### src/rtl/pwm_audio_sample_scheduler.sv
// Stereo sample FIFO feeding the PWM output stage at a fixed sample rate.
// Duty values change only on sample-period boundaries; handles priming, underrun and muted idle.
module pwm_audio_sample_scheduler #(
  parameter int               WIDTH       = 8,
  parameter int               FIFO_DEPTH  = 16,
  parameter int               PERIOD      = 256,
  parameter int               PRIME_LEVEL = 4,
  parameter logic [WIDTH-1:0] MUTE_VALUE  = '0
) (
  input  logic                          clk,
  input  logic                          aclr,
  input  logic                          enable,
  input  logic                          in_valid,
  output logic                          in_ready,
  input  logic [WIDTH-1:0]              in_left,
  input  logic [WIDTH-1:0]              in_right,
  output logic [WIDTH-1:0]              left_top,
  output logic [WIDTH-1:0]              right_top,
  output logic                          sample_tick,
  output logic                          running,
  output logic [$clog2(FIFO_DEPTH):0]   fifo_level,
  output logic                          underrun,
  input  logic                          clear_underrun
);

  localparam int AW = $clog2(FIFO_DEPTH);
  localparam int LW = AW + 1;
  localparam int CW = $clog2(PERIOD);
  localparam logic [LW-1:0] DEPTH_L  = LW'(FIFO_DEPTH);
  localparam logic [LW-1:0] PRIME_L  = LW'(PRIME_LEVEL);
  localparam logic [CW-1:0] CNT_LAST = CW'(PERIOD - 1);

  typedef enum logic {
    S_IDLE,
    S_RUN
  } state_t;

  state_t                 state_q, state_d;
  logic [CW-1:0]          cnt_q, cnt_d;
  logic [AW-1:0]          wr_ptr_q, wr_ptr_d;
  logic [AW-1:0]          rd_ptr_q, rd_ptr_d;
  logic [LW-1:0]          level_q, level_d;
  logic [WIDTH-1:0]       left_q, left_d;
  logic [WIDTH-1:0]       right_q, right_d;
  logic                   underrun_q, underrun_d;
  logic [2*WIDTH-1:0]     mem_q [FIFO_DEPTH];

  logic push;
  logic pop;
  logic tick;
  logic set_underrun;

  assign in_ready = (level_q < DEPTH_L);
  assign push     = in_valid && in_ready;
  assign tick     = (state_q == S_RUN) && (cnt_q == CNT_LAST);

  // Sequencer: period counter, playback state and duty-value loading on tick edges.
  always_comb begin
    state_d      = state_q;
    cnt_d        = '0;
    pop          = 1'b0;
    set_underrun = 1'b0;
    left_d       = left_q;
    right_d      = right_q;
    case (state_q)
      S_IDLE: begin
        if (enable && (level_q >= PRIME_L)) state_d = S_RUN;
      end
      S_RUN: begin
        cnt_d = cnt_q + 1'b1;
        if (tick) begin
          cnt_d = '0;
          if (!enable) begin
            state_d = S_IDLE;
            left_d  = MUTE_VALUE;
            right_d = MUTE_VALUE;
          end else if (level_q != '0) begin
            pop               = 1'b1;
            {left_d, right_d} = mem_q[rd_ptr_q];
          end else begin
            set_underrun = 1'b1;
          end
        end
      end
      default: state_d = S_IDLE;
    endcase
  end

  // Occupancy uses the pre-edge level, so a pop on empty never sees a same-edge push.
  always_comb begin
    wr_ptr_d = push ? wr_ptr_q + 1'b1 : wr_ptr_q;
    rd_ptr_d = pop ? rd_ptr_q + 1'b1 : rd_ptr_q;
    level_d  = level_q;
    case ({push, pop})
      2'b10:   level_d = level_q + 1'b1;
      2'b01:   level_d = level_q - 1'b1;
      default: level_d = level_q;
    endcase
    underrun_d = underrun_q;
    if (set_underrun)        underrun_d = 1'b1;
    else if (clear_underrun) underrun_d = 1'b0;
  end

  always_ff @(posedge clk or posedge aclr) begin
    if (aclr) begin
      state_q    <= S_IDLE;
      cnt_q      <= '0;
      wr_ptr_q   <= '0;
      rd_ptr_q   <= '0;
      level_q    <= '0;
      left_q     <= MUTE_VALUE;
      right_q    <= MUTE_VALUE;
      underrun_q <= 1'b0;
    end else begin
      state_q    <= state_d;
      cnt_q      <= cnt_d;
      wr_ptr_q   <= wr_ptr_d;
      rd_ptr_q   <= rd_ptr_d;
      level_q    <= level_d;
      left_q     <= left_d;
      right_q    <= right_d;
      underrun_q <= underrun_d;
    end
  end

  always_ff @(posedge clk) begin
    if (push) mem_q[wr_ptr_q] <= {in_left, in_right};
  end

  assign left_top    = left_q;
  assign right_top   = right_q;
  assign sample_tick = tick;
  assign running     = (state_q == S_RUN);
  assign fifo_level  = level_q;
  assign underrun    = underrun_q;

endmodule

### config.mk
export PLATFORM = sky130hd
export DESIGN_NAME = pwm_audio_sample_scheduler
export DESIGN_NICKNAME = d
export VERILOG_FILES = /design/src/rtl/pwm_audio_sample_scheduler.sv
export SDC_FILE = /design/constraint.sdc
export NUM_CORES = 1
export LEC_CHECK = 0
export BUFFER_PORTS_ARGS = -buffer_cell sky130_fd_sc_hd__clkbuf_2
export CELL_PAD_IN_SITES_DETAIL_PLACEMENT = 2
export CELL_PAD_IN_SITES_GLOBAL_PLACEMENT = 2
export CORE_MARGIN = 2
export CORE_UTILIZATION = 54
export CTS_BUF_LIST = sky130_fd_sc_hd__clkbuf_8
export DETAILED_ROUTE_END_ITERATION = 12
export GPL_ROUTABILITY_DRIVEN = 0
export PLACE_DENSITY_LB_ADDON = 0.2
export SETUP_SLACK_MARGIN = 0.5
export SYNTH_ARGS = -nofsm -noshare
export SYNTH_HDL_FRONTEND = slang
export SYNTH_SLANG_ARGS = --single-unit
export TNS_END_PERCENT = 50
### constraint.sdc
create_clock -name clk -period 5.05 [get_ports clk]
set_clock_uncertainty 0.05 [all_clocks]
set_input_delay 0.7575 -clock clk [delete_from_list [all_inputs] [get_ports clk]]
set_output_delay 0.7575 -clock clk [all_outputs]
set_load 0.1 [all_outputs]
**After elaboration in Yosys (flattened, before gate mapping)**

Memories as Yosys holds them, arrays and structs flattened.
Index checks and enable logic that the tools add are counted.

- Bits in registers: 39
- Bits in writable memories: 256
- Input port bits: 21
- Output and inout port bits: 25
- Logic and storage cells: 51
- Memories kept: 1

- Add/sub/neg operators: 5
- $lt $le $gt $ge: 2
- Equality and inequality tests: 4
- Multiplexer cells: 23
- Bitwise logic cells: 1
- Reductions and logical operators: 7

Memory list:

| memory | words | width | rd ports | clocked after memory_dff | write ports | RTL line | RTL |
|---|---|---|---|---|---|---|---|
| mem_q | 16 | 16 | 1 | 0 | 1 | 46 | `logic [2*WIDTH-1:0] mem_q [FIFO_DEPTH];` |

Operators with widths:

| operator | number |
|---|---|
| 8-bit two-way mux | 6 |
| 1-bit two-way mux | 15 |
| 5-bit one-hot mux with 2 select lines | 1 |
| 4-bit by 1-bit adder with 4-bit output (second input constant) | 2 |
| 8-bit by 1-bit adder with 8-bit output (second input constant) | 1 |
| 8-bit == test (second input constant) | 1 |
| 5-bit by 1-bit adder with 5-bit output (second input constant) | 1 |
| 5-bit by 3-bit >= comparator with 1-bit output (second input constant) | 1 |
| 5-bit less-than comparator (second input constant) | 1 |
| 5-bit nonzero test | 1 |
| 5-bit by 1-bit subtractor with 5-bit output (second input constant) | 1 |
| 2-bit nonzero test | 2 |
| 1-bit logical AND | 3 |
| 3-bit AND reduction | 1 |
| 2-bit by 1-bit == test with 1-bit output (second input constant) | 1 |
| 2-bit == test (second input constant) | 1 |
| 2-bit by 1-bit != test with 1-bit output (second input constant) | 1 |
| 1-bit one-hot mux with 2 select lines | 1 |
| 1-bit NOT | 1 |

**Depth between registers and ports, before layout**

- Depth after elaboration: 7
- Gate-level depth with buffers: 11
- Depth with buffers taken out: 11

**Worst setup path after synthesis**

OpenSTA, ideal clock, no wires.

- Kind: flip-flop to output port
- From: reg state_q (netlist: running)
- To: out sample_tick
- Data arrival time: 2.453 ns
- Data required time: 4.243 ns
- Path slack: 1.790 ns
- Stages on the path, launching flop included: 6
- Buffers on the path: 2
- Cell sequence: dfrtp_1 -> buf_2 -> inv_1 -> or3_1 -> clkbuf_2 -> inv_1

- Cells in the longest elaborated chain, start to end: 1

RTL lines:

| element | RTL line | RTL |
|---|---|---|
| start: declaration | 38 | `state_t state_q, state_d;` |
| start signal: assignment | 115 | `state_q <= state_d;` |
| 1-bit logical AND | 55 | `assign tick = (state_q == S_RUN) && (cnt_q == CNT_LAST);` |
| end: declaration | 19 | `output logic sample_tick,` |

No other way between the ends.

**Worst setup path in the final report**

- From: reg cnt_q[0]
- To: out sample_tick

- Cells in the longest elaborated chain, start to end: 2

RTL lines:

| element | RTL line | RTL |
|---|---|---|
| start: declaration | 39 | `logic [CW-1:0] cnt_q, cnt_d;` |
| start signal: assignment | 116 | `cnt_q <= cnt_d;` |
| 8-bit == test | 55 |  |
| 1-bit logical AND | 55 |  |

No other way between the ends.

==> flow_summary_export.csv <==
group,metric,value,unit
timing,fin_setup_tns,0,ns
detailed_routing,first_pass_iters,5,
global_route,antenna_found_initial,1,
power_and_ir_drop,vdd_drop_max,0.000291,V
detailed_routing,wire_per_inst,36.3,microns
cts,postCtsSetupRepairBufs,0,
cts,h-tree-depth,2,
final_layout,n_antenna_cell,0,
place,io_buffer_count,45,
power_and_ir_drop,p_leak,0.00441,uW
timing,fin_crit_sh,73.8,%
worst_setup_path,crit_buf_inv,2,
floorplan,die_h,150,microns
global_route,grt_usage,32.3,%
timing,hold_viol_final,0,
floorplan,ioPinCount,46,
worst_setup_path,slowest_stage,"or3_1",
final_layout,fin_nets,666,
detailed_routing,viasPerCell,6.43,
cts,cts-buffers-inserted,49,
yosys,synthesis.area,11600,sq um
timing,rsz0062_at_grt,"no",
floorplan,die_area,22600,sq um
place,dpl_cell_area,12000,sq um
final_layout,finish.instance_area,13000,sq um
worst_setup_path,endpoint_kind,"primary output",
worst_setup_path,arrival,2.92,ns
floorplan,fp.coreArea,21000,sq um
detailed_routing,drt_iter0_drc,520,
job,maxCapViolCount,0,
floorplan,die_x,150,microns
yosys,ys_types,38,
yosys,syn-num-nets,593,
final_layout,final_common_cell,"edfxtp_1",
yosys,synthCells,561,
cts,ctsResizeCount,0,
cts,max-clock-path-buffers,3,
power_and_ir_drop,power.density,452,nW/um^2
cts,cts-hold-fix-buffers,0,
cts,cts.sinks,295,
cts,cts_root_buffer,"clkbuf_8",
final_layout,drive_gt1_share,29.2,%
timing,hold_ws,0.334,ns
final_layout,final_cell_mix,"256 x edfxtp_1, 64 x mux4_2, 53 x clkbuf_8",
yosys,yosysSeqAreaShare,74.8,%
global_route,grt_pass1_wl,50.4,mm
yosys,yosys_warnings,0,
yosys,synth_area_per_cell,20.7,sq um
timing,relSlewSlack,20.1,%
global_route,grt_pass1_vias,6908,
place,dp_hpwl,19.1,mm
worst_setup_path,cp_cell_sequence,"ha_1 > nand4_2 > or3_1 > inv_1 > clkbuf_2",
worst_setup_path,startpoint_type,"flop",
timing,max_freq,268,MHz
status,outcome,"complete, no violations",
global_route,grt_remaining_overflow,0,
worst_setup_path,ff2ff_path_depth,11,
worst_setup_path,crit_fanout,17,
timing,timing.final.crit_period,3.73,ns
detailed_routing,wl,34.5,mm
final_layout,syn2layout_area_growth,12.5,%
worst_setup_path,critPathMaxStageDelay,0.79,ns
yosys,synth-seq-cells,295,
floorplan,rows,53,
global_route,grt_max_degree,52,
detailed_routing,ant_nets,0,
worst_setup_path,cp.required,4.24,ns
power_and_ir_drop,report.power.total,5890,uW
final_layout,fill_cells,1625,
detailed_routing,vias,6110,
timing,setup_viol,0,
worst_setup_path,cpLargestDelayFamily,"simple AND/OR/NAND/NOR gates",
cts,clk_pin_slew,0.07,ns
floorplan,start_util,55.1,%
cts,clk_latency,0.58,ns
cts,cts_tree,"done",
worst_setup_path,cp.depth,5,
worst_setup_path,critPathKind,"flop to primary output",
timing,tightest_slew,1.20,ns
min_path,hold_class,"primary input to async pin",
timing,final-max-slew-violation-count,0,
detailed_routing,drc,0,
==> per-stage QoR <==
| step | std cells | worst slack, ns | utilization, % |
|---|---|---|---|
| 2_1_floorplan | 561 | 1.79 | - |
| 3_3_place_gp | 858 | 2.00 | 57.3 |
| 3_5_place_dp | 858 | 1.74 | 57.3 |
| 4_1_cts | 950 | 1.31 | 62.0 |
| 5_1_grt | 950 | 1.19 | 62.0 |
| 6_report | 950 | 1.32 | 62.0 |
==> layout make-up <==
type / count / area (sq um) / area share [%]
Multi-Input combinational cell: 226 / 2720 / 20.9
Clock buffer: 53 / 729 / 5.60
Sequential cell: 295 / 8670 / 66.5
Timing Repair Buffer: 50 / 263 / 2.02
Inverter: 12 / 45.0 / 0.346
Tap cell: 275 / 344 / 2.64
Clock inverter: 39 / 259 / 1.99
==> power breakdown <==
part	switching (uW)	internal (uW)
sequential	125	2870
clock	1060	1140
combinational	541	153
==> final timing paths <==
path                                 from       endpoint  slack (ns)
setup / recovery                 cnt_q[0]    sample_tick        1.32
hold / removal                       aclr   right_top[7]        0.33
setup reg to reg                 cnt_q[0]  fifo_level[4]        1.58
hold reg to reg                  cnt_q[0]       cnt_q[0]        0.49
max in group asynchronous            aclr    rd_ptr_q[0]        3.89
min in group clk           clear_underrun       underrun        0.48
==> logic make-up (layout without fill, tap and decap cells) <==
family / Yosys count / count (layout) / synth area share, %
AO/OA/AOI/OAI: 45 / 45 / 2.69
adder cells (fa/ha/maj): 11 / 11 / 1.25
AND/OR/NAND/NOR: 56 / 56 / 2.92
XOR/XNOR: 15 / 15 / 1.13
flip-flops: 295 / 295 / 74.8
multiplexers: 99 / 99 / 15.5
buffers and inverters: 40 / 154 / 1.74
==> layer usage <==
metal | wire [microns] | global-route usage [%]
met3 | 1800 | 5.39
met2 | 17800 | 54.5
met1 | 13900 | 43.0
met4 | 1050 | 11.2
met5 | 0 | 0
==> registers in the layout, indices dropped and copies added (netlist names) <==
register and flops:
running 1, rd_ptr_q 4, right_top 8, cnt_q 8, left_top 8, mem_q 256, wr_ptr_q 4, fifo_level 5
underrun 1
==> synthesized netlist by cell type <==
cell / n / area [sq um]
a211oi_4: 1 / 20.0
a21o_1: 2 / 15.0
a21oi_1: 3 / 15.0
a22o_1: 1 / 8.76
a22oi_1: 1 / 7.51
and2_1: 16 / 100
and3_1: 3 / 18.8
buf_1: 2 / 7.51
buf_2: 9 / 45.0
buf_4: 3 / 22.5
buf_6: 2 / 22.5
clkbuf_1: 8 / 30.0
clkbuf_2: 3 / 15.0
clkbuf_8: 1 / 13.8
dfrtp_1: 39 / 976
edfxtp_1: 256 / 7690
fa_1: 1 / 20.0
ha_1: 10 / 125
inv_1: 12 / 45.0
mux2_2: 2 / 22.5
mux2i_1: 33 / 330
mux4_2: 64 / 1440
nand2_1: 7 / 26.3
nand3_1: 5 / 25.0
nand4_1: 3 / 18.8
nand4_2: 1 / 12.5
nand4_4: 1 / 21.3
nand4b_4: 1 / 23.8
nor2_1: 10 / 37.5
nor2b_1: 2 / 12.5
nor3_1: 3 / 15.0
nor3b_1: 1 / 7.51
o21ai_0: 21 / 105
o221ai_1: 16 / 140
or2_2: 1 / 6.26
or3_1: 2 / 12.5
xnor2_1: 11 / 96.3
xor2_1: 4 / 35.0
(Power assumes the default switching activity.)
